**src/rtl/pipeline_hazard_ctrl_pkg.sv**
```systemverilog
// Shared types and constants for the pipeline hazard controller.
package pipeline_hazard_ctrl_pkg;

    typedef enum logic [1:0] {
        ST_RUN      = 2'd0,
        ST_FREEZE   = 2'd1,
        ST_REDIRECT = 2'd2
    } hz_state_e;

    localparam int          RDR_CNT_W = 4;
    localparam logic [31:0] NOP_INSTR = 32'h0000_0013;

endpackage

```
**src/rtl/hazard_perf_counter.sv**
```systemverilog
// Saturating event counter, cleared by synchronous reset.
module hazard_perf_counter #(
    parameter int unsigned W = 32
) (
    input  logic         clk,
    input  logic         reset,
    input  logic         en_i,
    output logic [W-1:0] count_o
);

    logic [W-1:0] count_q;

    // Count enabled cycles, holding at all-ones.
    always_ff @(posedge clk) begin
        if (reset) begin
            count_q <= '0;
        end else if (en_i && (count_q != {W{1'b1}})) begin
            count_q <= count_q + {{(W-1){1'b0}}, 1'b1};
        end else begin
            count_q <= count_q;
        end
    end

    assign count_o = count_q;

endmodule

```
**src/rtl/pipeline_hazard_ctrl.sv**
```systemverilog
// Stall/flush sequencer for the 5-stage pipeline.
// Optional perf counters are enabled by defining HAZARD_PERF_CNT_EN.
module pipeline_hazard_ctrl
    import pipeline_hazard_ctrl_pkg::*;
#(
    parameter int unsigned REG_ADDR_W      = 5,
    parameter int unsigned REDIRECT_CYCLES = 1,
    parameter int unsigned PERF_CNT_W      = 32
) (
    input  logic                  clk,
    input  logic                  reset,
    input  logic [REG_ADDR_W-1:0] id_rs1_i,
    input  logic [REG_ADDR_W-1:0] id_rs2_i,
    input  logic                  id_use_rs1_i,
    input  logic                  id_use_rs2_i,
    input  logic [REG_ADDR_W-1:0] ex_rd_i,
    input  logic                  ex_mem_read_i,
    input  logic                  ex_mispredict_i,
    input  logic                  imem_ready_i,
    input  logic                  dmem_busy_i,
    input  logic                  md_busy_i,
    output logic                  pc_stall_o,
    output logic                  if_id_stall_o,
    output logic                  if_id_flush_o,
    output logic                  id_ex_stall_o,
    output logic                  id_ex_flush_o,
    output logic                  ex_mem_stall_o,
    output logic [1:0]            state_o
`ifdef HAZARD_PERF_CNT_EN
    ,
    output logic [PERF_CNT_W-1:0] stall_cycles_o,
    output logic [PERF_CNT_W-1:0] flush_cycles_o
`endif
);

    hz_state_e              state_q, state_d;
    logic [RDR_CNT_W-1:0]   cnt_q, cnt_d;
    logic                   busy_s;
    logic                   load_use_s;

    assign busy_s     = dmem_busy_i | md_busy_i;
    assign load_use_s = ex_mem_read_i && (ex_rd_i != {REG_ADDR_W{1'b0}}) &&
                        ((id_use_rs1_i && (id_rs1_i == ex_rd_i)) ||
                         (id_use_rs2_i && (id_rs2_i == ex_rd_i)));

    // Priority mux: busy freeze, mispredict, redirect drain, load-use, fetch miss.
    always_comb begin
        pc_stall_o     = 1'b0;
        if_id_stall_o  = 1'b0;
        if_id_flush_o  = 1'b0;
        id_ex_stall_o  = 1'b0;
        id_ex_flush_o  = 1'b0;
        ex_mem_stall_o = 1'b0;
        state_d        = state_q;
        cnt_d          = cnt_q;
        if (busy_s) begin
            pc_stall_o     = 1'b1;
            if_id_stall_o  = 1'b1;
            id_ex_stall_o  = 1'b1;
            ex_mem_stall_o = 1'b1;
            state_d        = ST_FREEZE;
        end else if (ex_mispredict_i) begin
            if_id_flush_o = 1'b1;
            id_ex_flush_o = 1'b1;
            if (REDIRECT_CYCLES > 0) begin
                state_d = ST_REDIRECT;
                cnt_d   = RDR_CNT_W'(REDIRECT_CYCLES);
            end else begin
                state_d = ST_RUN;
                cnt_d   = {RDR_CNT_W{1'b0}};
            end
        end else if ((state_q == ST_REDIRECT) ||
                     ((state_q == ST_FREEZE) && (cnt_q != {RDR_CNT_W{1'b0}}))) begin
            if_id_flush_o = 1'b1;
            // Guard against a zero count so the drain can never wrap.
            if (cnt_q <= {{(RDR_CNT_W-1){1'b0}}, 1'b1}) begin
                state_d = ST_RUN;
                cnt_d   = {RDR_CNT_W{1'b0}};
            end else begin
                state_d = ST_REDIRECT;
                cnt_d   = cnt_q - {{(RDR_CNT_W-1){1'b0}}, 1'b1};
            end
        end else if (load_use_s) begin
            pc_stall_o    = 1'b1;
            if_id_stall_o = 1'b1;
            id_ex_flush_o = 1'b1;
            state_d       = ST_RUN;
        end else if (!imem_ready_i) begin
            pc_stall_o    = 1'b1;
            if_id_flush_o = 1'b1;
            state_d       = ST_RUN;
        end else begin
            state_d = ST_RUN;
        end
    end

    // State and redirect counter registers.
    always_ff @(posedge clk) begin
        if (reset) begin
            state_q <= ST_RUN;
            cnt_q   <= {RDR_CNT_W{1'b0}};
        end else begin
            state_q <= state_d;
            cnt_q   <= cnt_d;
        end
    end

    assign state_o = state_q;

`ifdef HAZARD_PERF_CNT_EN
    hazard_perf_counter #(.W(PERF_CNT_W)) u_stall_cnt (
        .clk     (clk),
        .reset   (reset),
        .en_i    (pc_stall_o),
        .count_o (stall_cycles_o)
    );

    hazard_perf_counter #(.W(PERF_CNT_W)) u_flush_cnt (
        .clk     (clk),
        .reset   (reset),
        .en_i    (if_id_flush_o),
        .count_o (flush_cycles_o)
    );
`endif

endmodule

```
**config.mk**
```make
export PLATFORM = sky130hd
export DESIGN_NAME = pipeline_hazard_ctrl
export DESIGN_NICKNAME = d
export VERILOG_FILES = /design/src/rtl/pipeline_hazard_ctrl_pkg.sv /design/src/rtl/hazard_perf_counter.sv /design/src/rtl/pipeline_hazard_ctrl.sv
export SDC_FILE = /design/constraint.sdc
export NUM_CORES = 1
export LEC_CHECK = 0
export ABC_AREA = 1
export BUFFER_PORTS_ARGS = -buffer_cell sky130_fd_sc_hd__buf_2
export CAP_MARGIN = 30
export CORE_MARGIN = 2
export CORE_UTILIZATION = 47
export CTS_BUF_LIST = sky130_fd_sc_hd__clkbuf_2 sky130_fd_sc_hd__clkbuf_4 sky130_fd_sc_hd__clkbuf_8
export CTS_CLUSTER_SIZE = 10
export DETAILED_ROUTE_END_ITERATION = 16
export PLACE_DENSITY = 0.81
export SLEW_MARGIN = 20
export SYNTH_ARGS = -nofsm -noshare
export SYNTH_HDL_FRONTEND = slang
export SYNTH_SLANG_ARGS = --single-unit
```
**constraint.sdc**
```tcl
create_clock -name clk -period 1.5 [get_ports clk]
set_input_delay 0.3 -clock clk [delete_from_list [all_inputs] [get_ports clk]]
set_output_delay 0.3 -clock clk [all_outputs]
set_load 0.03 [all_outputs]
```
======== After elaboration in Yosys (flattened, before gate mapping) ========
Cells that the tools add are included.
Widths: inputs -> output; s select.
operators by class
  add/subtract/negate cells ............... 1
  $lt $le $gt $ge ......................... 1
  eq/ne operators ......................... 4
  mux-type cells .......................... 23
  bitwise logic cells ..................... 2
  reduce and logical (&&, ||, !) cells .... 12
operators with widths
  kind                 number
  $mux 1               17
  $mux 4               3
  $eq 5x5->1           2
  $mux 2               3
  $logic_and 1x1->1    5
  $reduce_bool 5->1    1
  $le 4x1->1 const B   1
  $reduce_bool 4->1    1
  $sub 4x1->4 const B  1
  $eq 2x1->1 const B   1
  $eq 2x2->1 const B   1
  $logic_or 1x1->1     2
  $reduce_and 2->1     1
  $reduce_bool 2->1    1
  $reduce_or 2->1      1
  $not 1->1            1
  $or 1x1->1           1
word-level totals
  register bits ........................... 6
  input port bits ......................... 24
  output and inout port bits .............. 8
  word-level logic and storage cells ...... 46

======== Logic depth before layout (Yosys ltp) ========
Gate-level depths: netlist of run 1.
  depth after elaboration ................. 8
  depth in mapped cells ................... 10
  depth with buffers taken out ............ 10

======== Worst setup path before layout of run 1 ========
No wires, ideal clock.
  path type ............................... reg-to-output
  start point ............................. reg state_q[0] (netlist: state_o[0])
  end point ............................... out id_ex_flush_o
  data arrival time ....................... 1.382 ns
  data required time ...................... 1.200 ns
  path slack .............................. -0.182 ns
  stages on the path, launching flop included .. 5
  buffers on the path ..................... 0
  cell sequence ........................... dfxtp_1 -> or2_1 -> and2_1 -> nand3_1 -> a21oi_1
between the ends
  cells in the longest elaborated chain, start to end .. 6
  elaborated cells between the ends (all ways) .. 7
  those cells by class .................... eq/ne (2); mux (3); reduce/logical (2)
RTL lines
  what                      line                         RTL
  start: declaration        pipeline_hazard_ctrl.sv:36   hz_state_e state_q, state_d;
  start signal: assignment  pipeline_hazard_ctrl.sv:103  state_q <= state_d;
  $eq 2x1->1                pipeline_hazard_ctrl.sv:73   ((state_q == ST_FREEZE) && (cnt_q != {RDR_CNT_W{1'b0}}))) begin
  $logic_and 1x1->1         pipeline_hazard_ctrl.sv:73
  $logic_or 1x1->1 (*)      pipeline_hazard_ctrl.sv:72   end else if ((state_q == ST_REDIRECT) ||
  $mux 1 (*)                pipeline_hazard_ctrl.sv:72
  $mux 1 (*)                pipeline_hazard_ctrl.sv:62   end else if (ex_mispredict_i) begin
  $mux 1 (*)                pipeline_hazard_ctrl.sv:56   if (busy_s) begin
  end: declaration          pipeline_hazard_ctrl.sv:26   output logic id_ex_flush_o,
Mark *: on every way between the ends. The rest lies on a longest branch, timed or not.

======== Final worst setup path of run 1 ========
  start point ............................. reg cnt_q[0]
  end point ............................... out id_ex_flush_o
between the ends
  cells in the longest elaborated chain, start to end .. 6
RTL lines
  what                      line                         RTL
  start: declaration        pipeline_hazard_ctrl.sv:37   logic [RDR_CNT_W-1:0] cnt_q, cnt_d;
  start signal: assignment  pipeline_hazard_ctrl.sv:101  cnt_q <= {RDR_CNT_W{1'b0}};
  start signal: assignment  pipeline_hazard_ctrl.sv:104  cnt_q <= cnt_d;
  $reduce_bool 4->1         pipeline_hazard_ctrl.sv:73
  $logic_and 1x1->1         pipeline_hazard_ctrl.sv:73
  $logic_or 1x1->1          pipeline_hazard_ctrl.sv:72
  $mux 1                    pipeline_hazard_ctrl.sv:72
  $mux 1                    pipeline_hazard_ctrl.sv:62
  $mux 1                    pipeline_hazard_ctrl.sv:56
Every way passes these cells.

==> reports/results.tsv, run 1 <==
stage	metric	value	unit
routing	Vias	835	
yosys	Mapped Area	662	um2
power_and_ir_drop	total power draw	0.000597	W
global_route	vias in the first global route	839	
yosys	number of synthesized flops with an enable pin	0	
timing	fin worst setup slack	-180	ps
status	outcome	finished with violations	
placement	hpwl dp	1.37	mm
timing	final hold viol count	0	
worst_setup_path	r2r setup slk	40	ps
yosys	syn nets	145	
routing	drt total wl	1.70	mm
timing	Final Critical Period	1680	ps
worst_setup_path	Critical Path RT	1200	ps
worst_setup_path	Arrival @ worst endpoint	1380	ps
floorplanning	core area	1300	um2
placement	input/output buffers	31	
yosys	biggest area consumer among synthesized cells	nand2_1	
worst_setup_path	CP Class	reg2out	
timing	worst clock skew	11.1	ps
yosys	commonest cells in the netlist	35 x nand2_1, 22 x inv_1, 16 x nor2_1, 6 x dfxtp_1	
clock_tree	TritonCTS Buffers	3	
yosys	Post-synth ARST share	0	
routing	# DRC	0	
flow_run	MaxCap Viol Count	0	
floorplanning	num rows	13	
clock_tree	Clk pin slew, worst setup/hold paths	50	ps
yosys	count leader, synth	nand2_1	
status	failing checks	negative setup slack	
routing	Final ANT Viol Nets	0	
worst_setup_path	slowest CP cell	dfxtp_2	
clock_tree	Clock Latency Late Sink	250	ps
cells_and_area	Design Area, Final	978	um2
yosys	#FFs+latches synth	6	
yosys	Synth warnings	0	
power_and_ir_drop	Pwr Density	611	nW/um2
hold_path	Hold WC Path Type	in2reg	
routing	Detailed Route Iter0 Violations	15	
global_route	initial antenna violation count	0	
timing	unrepaired setup endpoints after global routing	yes	
placement	DP Area	878	um2
worst_setup_path	Setup crit start kind	flop	
yosys	Post-Syn Instances	118	
clock_tree	CTS H-tree lvls	1	
worst_setup_path	crit end category	primary output	
floorplanning	Initial Util	0.509	
clock_tree	Sink Count	6	
timing	Fmax	595	MHz
power_and_ir_drop	leakage power	0.587	nW
timing	Final setup viols	4	
cells_and_area	post-layout util	0.752	
placement	GP Congestion	0.798	
global_route	GRT Overall Usage	0.223	
yosys	largest cells by area after synthesis	nand2_1 20%, dfxtp_1 18%, inv_1 12%, nor2_1 9.1%, ha_1 5.7%	
clock_tree	clock root cell	clkbuf_4	
power_and_ir_drop	Max IR drop VDD	0.513	mV
clock_tree	Clock Tree Buf Depth	2	
placement	dpl ws	-91.1	ps
worst_setup_path	most frequent cell on the critical path	nand3_2	
cells_and_area	layout cell share with drive strength beyond 1	0.462	
worst_setup_path	crit path cell chain	inv_2, ha_4, nand2_2, nand3_2, and2_4, nand3_2, a21oi_2, buf_6	
global_route	first-pass GRT wire length	3.11	mm
worst_setup_path	Max stage delay on crit path	320	ps
worst_setup_path	CP delay by family, top	simple AND/OR/NAND/NOR gates	
worst_setup_path	largest driver fanout on the critical path	2	
floorplanning	chip width	41.5	um
floorplanning	full die area	1720	um2
global_route	gr ovfl total	0	
cells_and_area	area grow syn2layout	47.8	%
yosys	Yosys top cell area share	0.198	
cells_and_area	Nets	187	
floorplanning	I/O pin count	32	
yosys	mean post-synth cell area	5.61	um2
timing	Slew Viols, Final	0	
routing	drt wl/cell	9.80	um
clock_tree	CTS tree	done	
timing	relative slew slack	0.861	
yosys	ys flop type	dfxtp_1	
cells_and_area	Diodes inserted	0	
routing	vias per inst	4.83	
global_route	largest net degree at the start of global routing	8	
worst_setup_path	Bufs and invs on worst path	2	
timing	Worst-Margin Slew	208	ps
yosys	Seq/Total Area, Yosys	0.181	
timing	Final Cycle Share	1.12	
routing	Initial DRT Pass Iterations	4	
floorplanning	Die Ht	41.5	um
yosys	distinct cell type count after synthesis	24	
sequential cells by signal, summed over array words and instances, names as in the netlist:
name     count
cnt_q        4
state_o      2
logic make-up (layout without fill, tap and decap cells):
| family | count (synthesis) | after routing | share of synthesized area |
|---|---|---|---|
| compound gates | 12 | 12 | 0.110 |
| fa+ha+maj | 3 | 3 | 0.0567 |
| buf+inv | 28 | 68 | 0.164 |
| flops | 6 | 6 | 0.181 |
| simple gates | 69 | 69 | 0.488 |
report_power, final:
group	internal, W	switching [W]	total (W)
Clock	0.0000905	0.0000588	0.000149
Sequential	0.000170	0.00000696	0.000177
Combinational	0.000116	0.000155	0.000271
worst reg2reg max path, cell delays in order, from the launching register on:
cell and delay, ps:
dfxtp_2 330, inv_2 50, ha_4 150, nand2_2 60, nand3_2 70, nand3_2 90
nand2_4 70, buf_4 130, buf_4 150, o21ai_0 170, nor2_1 60
stage by stage:
| stage | hold slack (ps) | setup TNS, ps | std cells |
|---|---|---|---|
| 3_5_place_dp | 514 | -286 | 169 |
| 2_1_floorplan | 362 | -41.8 | 118 |
| 5_1_grt | 256 | -1050 | 173 |
| 3_3_place_gp | 507 | -156 | 169 |
| 4_1_cts | 253 | -468 | 173 |
| 6_report | 255 | -507 | 173 |
final cells by class:
cell class	instances	area, um2
Clock buffer	3	22.5
Multi-Input combinational cell	84	479
Sequential cell	6	124
Tap cell	15	18.8
Inverter	27	101
Fill cell	104	323
Timing Repair Buffer	38	233
path summary, 6_finish.rpt:
kind | to | start | cells after the start
worst max register to register | cnt_q[1] | cnt_q[0] | 10
worst max-delay path | id_ex_flush_o | cnt_q[0] | 8
worst min register to register | cnt_q[3] | cnt_q[3] | 2
worst min-delay path | cnt_q[0] | reset | 2
cells in the final DEF, fill, tap and decap left out, drive strengths merged, types with 3 or more instances in the layout:
| master | instances |
|---|---|
| clkbuf | 3 |
| a21oi | 4 |
| nor2 | 18 |
| buf | 38 |
| nand3 | 7 |
| nand2 | 39 |
| o21ai | 6 |
| dfxtp | 6 |
| inv | 27 |
| ha | 3 |
what timing repair did:
item,4_1_cts,5_1_grt
gates resized for setup,21,4
hold buffers,0,0
endpoints found under the setup margin,4,8
cloned,0,0
pin swaps,5,4
setup buffers,1,0
routing by layer:
layer,vias up,GRT usage,routed length (um)
li1,435,-,-
met1,371,0.235,709
met2,27,0.431,856
met3,2,0.0739,113
met4,0,0.0258,17
met5,-,0,0
No activity file was read; power rests on OpenSTA's default activity.
==> inputs of run 2 (changes only) <==
CORE_UTILIZATION = 30   (was 47)
PLACE_DENSITY = default   (was 0.81)
SYNTH_HIERARCHICAL = 1   (was default)
==> run 2 against run 1 <==
  * The run still ends with negative setup slack left
  * Maximum frequency is 0.30% higher
  * Via count decreased by 4.4%
  * Sequential cell count stayed put
  * Global-route usage shrank 8.3 points
  * Die area increased by 51%
  * Critical endpoint unchanged
  * First-iteration DRC count shrank 60%
  * Hold slack improved by 5.9 ps
  * Clock power about the same
  * Non-clock buffer count rose by 1
  * Sequential share of layout area shrank 0.41 points
  * Sequential power is essentially flat
==> reports/results.tsv, run 2 <==
stage	metric	value	unit
cells_and_area	layout cell share with drive strength beyond 1	0.472	
cells_and_area	most frequent cells in the layout	31 x nand2_1, 27 x buf_2, 19 x inv_1	
yosys	mean post-synth cell area	5.61	um2
power_and_ir_drop	Flop pwr share	0.295	
cells_and_area	area of the multi-input gates	485	um2
clock_tree	CTS tree	done	
yosys	commonest cells in the netlist	35 x nand2_1, 22 x inv_1, 16 x nor2_1, 6 x dfxtp_1	
placement	input/output buffers	31	
routing	# DRC	0	
power_and_ir_drop	sw frac	0.370	
cells_and_area	leading cell type in the layout, fill and taps excluded	nand2_1	
worst_setup_path	Arrival @ worst endpoint	1380	ps
power_and_ir_drop	total power draw	0.000603	W
clock_tree	Sink Count	6	
placement	GP Congestion	0.816	
clock_tree	Clock Latency Late Sink	250	ps
clock_tree	TritonCTS Buffers	3	
timing	unrepaired setup endpoints after global routing	yes	
global_route	GRT Overall Usage	0.140	
floorplanning	full die area	2600	um2
power_and_ir_drop	Max IR drop VDD	0.425	mV
worst_setup_path	largest driver fanout on the critical path	2	
worst_setup_path	Setup crit start kind	flop	
timing	Slew Viols, Final	0	
cells_and_area	max reg flops	4	
worst_setup_path	crit path cell chain	inv_2, ha_4, nand2_2, nand3_2, and2_4, nand3_2, a21oi_2, buf_6	
timing	Worst-Margin Slew	217	ps
placement	hpwl dp	1.33	mm
clock_tree	CTS H-tree lvls	1	
timing	relative slew slack	0.855	
status	failing checks	negative setup slack	
yosys	Post-Syn Instances	118	
yosys	ys flop type	dfxtp_1	
worst_setup_path	Critical Path RT	1200	ps
yosys	count leader, synth	nand2_1	
clock_tree	Clock Tree Buf Depth	2	
yosys	number of synthesized flops with an enable pin	0	
cells_and_area	Most flops, register	cnt_q	
power_and_ir_drop	Comb pwr share	0.457	
routing	vias per inst	4.27	
worst_setup_path	most frequent cell on the critical path	nand3_2	
timing	fin worst setup slack	-175	ps
yosys	syn nets	145	
status	outcome	finished with violations	
yosys	Seq/Total Area, Yosys	0.181	
yosys	Yosys top cell area share	0.198	
floorplanning	chip width	51.0	um
power_and_ir_drop	cell internal pwr	0.000380	W
cells_and_area	Diodes inserted	0	
power_and_ir_drop	sw power	0.000223	W
yosys	Synth warnings	6	
worst_setup_path	CP delay by family, top	simple AND/OR/NAND/NOR gates	
timing	final hold viol count	0	
clock_tree	clock root cell	clkbuf_4	
placement	dpl ws	-45.7	ps
yosys	biggest area consumer among synthesized cells	nand2_1	
power_and_ir_drop	leakage power	0.593	nW
yosys	distinct cell type count after synthesis	24	
timing	Final Critical Period	1680	ps
cells_and_area	Nets	188	
yosys	Mapped Area	662	um2
routing	Initial DRT Pass Iterations	4	
worst_setup_path	Max stage delay on crit path	320	ps
yosys	Post-synth ARST share	0	
cells_and_area	Sequential cell area	124	um2
global_route	vias in the first global route	743	
cells_and_area	Fill cells	226	
floorplanning	I/O pin count	32	
routing	Final ANT Viol Nets	0	
routing	drt total wl	1.64	mm
routing	Vias	798	
global_route	gr ovfl total	0	
clock_tree	Clk pin slew, worst setup/hold paths	50	ps
power_and_ir_drop	Clock power frac	0.248	
clock_tree	# hold bufs at CTS	0	
routing	drt wl/cell	8.79	um
hold_path	Hold WC Path Type	in2reg	
routing	Detailed Route Iter0 Violations	6	
timing	Final setup viols	7	
yosys	largest cells by area after synthesis	nand2_1 20%, dfxtp_1 18%, inv_1 12%, nor2_1 9.1%, ha_1 5.7%	
flow_run	MaxCap Viol Count	0	
power_and_ir_drop	Pwr Density	596	nW/um2
floorplanning	core area	2150	um2
global_route	largest net degree at the start of global routing	8	
worst_setup_path	CP Class	reg2out	
cells_and_area	area grow syn2layout	52.7	%
global_route	initial antenna violation count	0	
timing	Final Cycle Share	1.12	
worst_setup_path	crit end category	primary output	
floorplanning	Die Ht	51.0	um
worst_setup_path	slowest CP cell	dfxtp_2	
floorplanning	num rows	17	
global_route	first-pass GRT wire length	2.85	mm
yosys	#FFs+latches synth	6	
timing	worst clock skew	8.05	ps
worst_setup_path	Bufs and invs on worst path	2	
timing	Fmax	597	MHz
floorplanning	Initial Util	0.308	
-- run 2: changes by cell type in the layout (fill, tap and decap cells not counted), sizes merged --
cell and change:
buf +1
-- run 2: power groups by stage --
stage / combinational, W / clock [W] / sequential [W]
global placement: 0.000230 / 0 / 0.000178
floorplan: 0.000142 / 0 / 0.000184
detailed placement: 0.000233 / 0 / 0.000178
global route: 0.000306 / 0.000169 / 0.000179
finish: 0.000275 / 0.000149 / 0.000178
CTS: 0.000263 / 0.000150 / 0.000177
-- run 2: timing repair --
action / in CTS / in global routing
cloned: 0 / 0
pin swaps: 5 / 3
endpoints found under the setup margin: 4 / 8
resized for setup: 20 / 9
buffers inserted: 2 / 1
-- run 2: cell families after synthesis --
group | Yosys count | synth area share
and+or+nand+nor | 69 | 0.488
adders and majority gates | 3 | 0.0567
buffers and inverters | 28 | 0.164
DFF | 6 | 0.181
AOI/OAI and AO/OA | 12 | 0.110
-- run 2: path summary, 6_finish.rpt --
check,from,to,slack [ps],depth (start not counted)
hold / removal,reset,cnt_q[0],260,2
hold reg to reg,cnt_q[3],cnt_q[3],550,2
setup / recovery,cnt_q[1],id_ex_flush_o,-180,8
setup reg to reg,cnt_q[1],cnt_q[2],-50,9
-- run 2: area by class of cell --
type / count / share of cell area
repair buffers: 39 / 0.238
well taps: 28 / 0.0347
flip-flops and latches: 6 / 0.123
clock buffers: 3 / 0.0223
multi-input cells: 84 / 0.480
inverters: 27 / 0.103
-- run 2: metal layers --
| layer | track usage | wire length [um] | part of all wire |
|---|---|---|---|
| met5 | 0 | 0 | 0 |
| met1 | 0.161 | 708 | 0.43 |
| met3 | 0.0351 | 63 | 0.038 |
| met2 | 0.264 | 861 | 0.52 |
| met4 | 0.0135 | 11 | 0.0067 |
-- run 2: stage by stage --
step	TNS [ps]	instances	hold slack (ps)	util	cell area, um2
finish	-592	187	261	0.471	1010
floorplan	-41.8	118	362	-	667
global placement	-240	182	507	0.416	895
global route	-1330	187	248	0.471	1010
CTS	-446	187	257	0.460	987
detailed placement	-134	182	511	0.416	895
==> inputs of run 3 (changes only) <==
ABC_AREA = default   (was 1)
CORE_UTILIZATION = 35   (was 30)
PLACE_DENSITY = 0.66   (was default)
SYNTH_HIERARCHICAL = default   (was 1)
==> run 3 against run 2 <==
  * The run still ends with negative setup slack left
  * Hold slack gained 50 ps
  * Die area shrank 26%
  * Sequential cell count is the same
  * Via count shrank 12%
  * Routed wire length grew 3.1%
  * Count of clock-buffer cells in the layout is the same
  * Synthesized cell count shrank 43%
  * Final area is the same
  * Critical path type unchanged
==> reports/results.tsv, run 3 <==
stage	metric	value	unit
yosys	commonest cells in the netlist	10 x xnor2_1, 6 x dfxtp_1, 5 x a21oi_1, 5 x nand2_1	
worst_setup_path	Critical Path RT	1200	ps
routing	drt total wl	1.70	mm
power_and_ir_drop	leakage power	0.444	nW
floorplanning	num rows	14	
worst_setup_path	crit end category	primary output	
yosys	Yosys top cell area share	0.217	
yosys	syn nets	94	
floorplanning	Initial Util	0.371	
clock_tree	# hold bufs at CTS	0	
global_route	M1 GR Usage	0.173	
routing	vias per inst	5.04	
floorplanning	I/O pin count	32	
routing	Vias	700	
placement	hpwl dp	1.37	mm
yosys	mean post-synth cell area	8.25	um2
yosys	Mapped Area	553	um2
flow_run	MaxCap Viol Count	0	
yosys	Post-Syn Instances	67	
clock_tree	Clock Latency Late Sink	240	ps
timing	relative slew slack	0.639	
yosys	number of synthesized flops with an enable pin	0	
timing	Final TNS setup	-4690	ps
yosys	Post-synth ARST share	0	
global_route	largest net degree at the start of global routing	8	
yosys	#FFs+latches synth	6	
power_and_ir_drop	cell internal pwr	0.000376	W
timing	Final Cycle Share	1.42	
cells_and_area	post-layout util	0.679	
cells_and_area	Nets	152	
routing	# DRC	0	
floorplanning	core area	1490	um2
status	outcome	finished with violations	
clock_tree	Sink Count	6	
clock_tree	CTS tree	done	
placement	GP Congestion	0.778	
cells_and_area	leading cell type in the layout, fill and taps excluded	buf_2	
global_route	vias in the first global route	646	
worst_setup_path	Setup crit start kind	flop	
placement	input/output buffers	31	
global_route	first-pass GRT wire length	2.50	mm
global_route	gr ovfl total	0	
yosys	Synth warnings	0	
worst_setup_path	Arrival @ worst endpoint	1830	ps
floorplanning	chip width	43.8	um
worst_setup_path	CP Class	reg2out	
timing	Worst-Margin Slew	537	ps
yosys	distinct cell type count after synthesis	27	
routing	Detailed Route Iter0 Violations	9	
cells_and_area	Most flops, register	cnt_q	
floorplanning	full die area	1910	um2
worst_setup_path	R2R cell count	11	
floorplanning	Die Ht	43.8	um
timing	fin worst setup slack	-632	ps
power_and_ir_drop	sw frac	0.313	
power_and_ir_drop	Comb pwr share	0.428	
global_route	initial antenna violation count	0	
clock_tree	CTS H-tree lvls	1	
power_and_ir_drop	Max IR drop VDD	0.629	mV
timing	unrepaired setup endpoints after global routing	yes	
clock_tree	clock root cell	clkbuf_4	
cells_and_area	Diodes inserted	0	
timing	worst clock skew	1.67	ps
status	failing checks	negative setup slack	
global_route	met3 track demand over resource	0.0333	
timing	Slew Viols, Final	0	
clock_tree	TritonCTS Buffers	3	
cells_and_area	layout cell share with drive strength beyond 1	0.618	
yosys	ys flop type	dfxtp_1	
power_and_ir_drop	Pwr Density	541	nW/um2
hold_path	Hold WC Path Type	in2reg	
routing	Final ANT Viol Nets	0	
hold_path	Hold Path Cell Cnt	2	
cells_and_area	most frequent cells in the layout	27 x buf_2, 20 x buf_4, 10 x xnor2_1	
timing	final hold viol count	0	
worst_setup_path	largest driver fanout on the critical path	4	
yosys	largest cells by area after synthesis	dfxtp_1 22%, xnor2_1 16%, ha_1 6.8%, a21oi_1 4.5%, or4_1 4.1%	
yosys	count leader, synth	xnor2_1	
power_and_ir_drop	sw power	0.000171	W
yosys	Seq/Total Area, Yosys	0.217	
power_and_ir_drop	Flop pwr share	0.307	
timing	Final setup viols	9	
routing	drt wl/cell	12.2	um
timing	Fmax	469	MHz
yosys	biggest area consumer among synthesized cells	dfxtp_1	
global_route	GRT Overall Usage	0.178	
power_and_ir_drop	Clock power frac	0.265	
cells_and_area	area grow syn2layout	82.8	%
timing	Final Critical Period	2130	ps
clock_tree	Clock Tree Buf Depth	2	
cells_and_area	max reg flops	4	
routing	Initial DRT Pass Iterations	6	
clock_tree	Clk pin slew, worst setup/hold paths	40	ps
global_route	grt peak-use layer	met2	
global_route	routing usage on met2	0.356	
## run 3: cell count changes in the layout (fill, tap and decap cells not counted), moves of 3 or more
cell,previous run,this run
nand2_1,31,5
inv_1,19,2
buf_4,8,20
nor2_1,14,3
xnor2_1,0,10
nand2_2,6,0
inv_2,7,2
buf_6,4,7
nand3_1,4,1
nand3_2,3,0
nor3_1,0,3
## run 3: power by group through the flow
stage,Combinational [W],Sequential (W),Clock (W)
after floorplan,0.000108,0.000176,0
after global placement,0.000205,0.000170,0
after detailed placement,0.000211,0.000171,0
after CTS,0.000227,0.000168,0.000151
after global routing,0.000252,0.000168,0.000157
final,0.000234,0.000168,0.000145
## run 3: layer usage
layer,vias up,routed length [um]
met5,-,0
met4,0,20
met3,4,111
met2,28,883
met1,312,680
li1,356,-
## run 3: final timing paths
path              startpoint  slack, ps            end
setup / recovery    cnt_q[0]       -630  if_id_flush_o
hold / removal         reset        310       cnt_q[3]
setup reg to reg    cnt_q[0]       -580       cnt_q[2]
hold reg to reg     cnt_q[1]        600       cnt_q[1]
## run 3: repair_timing
| action | 4_1_cts | 5_1_grt |
|---|---|---|
| gates cloned | 0 | 0 |
| endpoints found under the setup margin | 9 | 9 |
| resized for setup | 10 | 7 |
| setup buffers | 3 | 1 |
| pin swaps | 5 | 6 |
## run 3: cell families (layout without fill, tap and decap cells)
kind of cell | count (synthesis) | count (layout) | synth area share
DFF | 6 | 6 | 0.217
and+or+nand+nor | 26 | 26 | 0.305
AOI/OAI and AO/OA | 17 | 17 | 0.210
xor gates and xnor gates | 10 | 10 | 0.158
buffers and inverters | 5 | 61 | 0.0407
adders and majority gates | 3 | 3 | 0.0679
## run 3: cell type report
| type | count | area, um2 |
|---|---|---|
| Clock buffer | 3 | 22.5 |
| Fill cell | 122 | 478 |
| Inverter | 4 | 15.0 |
| Multi-Input combinational cell | 56 | 467 |
| Sequential cell | 6 | 123 |
| Tap cell | 16 | 20.0 |
| Timing Repair Buffer | 54 | 364 |
## run 3: metrics by stage
step                setup WS (ps)  hold WS (ps)  total power, W  cell area, um2  instances
global placement             -454           544        0.000375             906        132
floorplan                    -312           357        0.000284             596         67
detailed placement           -475           551        0.000381             906        132
finish                       -632           311        0.000547            1010        139
global route                 -674           324        0.000577            1010        139
CTS                          -650           294        0.000546             981        138
## run 3: critical path, cell delays in order (launching register included)
cell	delay, ps
dfxtp_2	320
inv_2	50
ha_1	130
or3b_4	380
a211o_4	370
o21a_4	200
buf_6	130
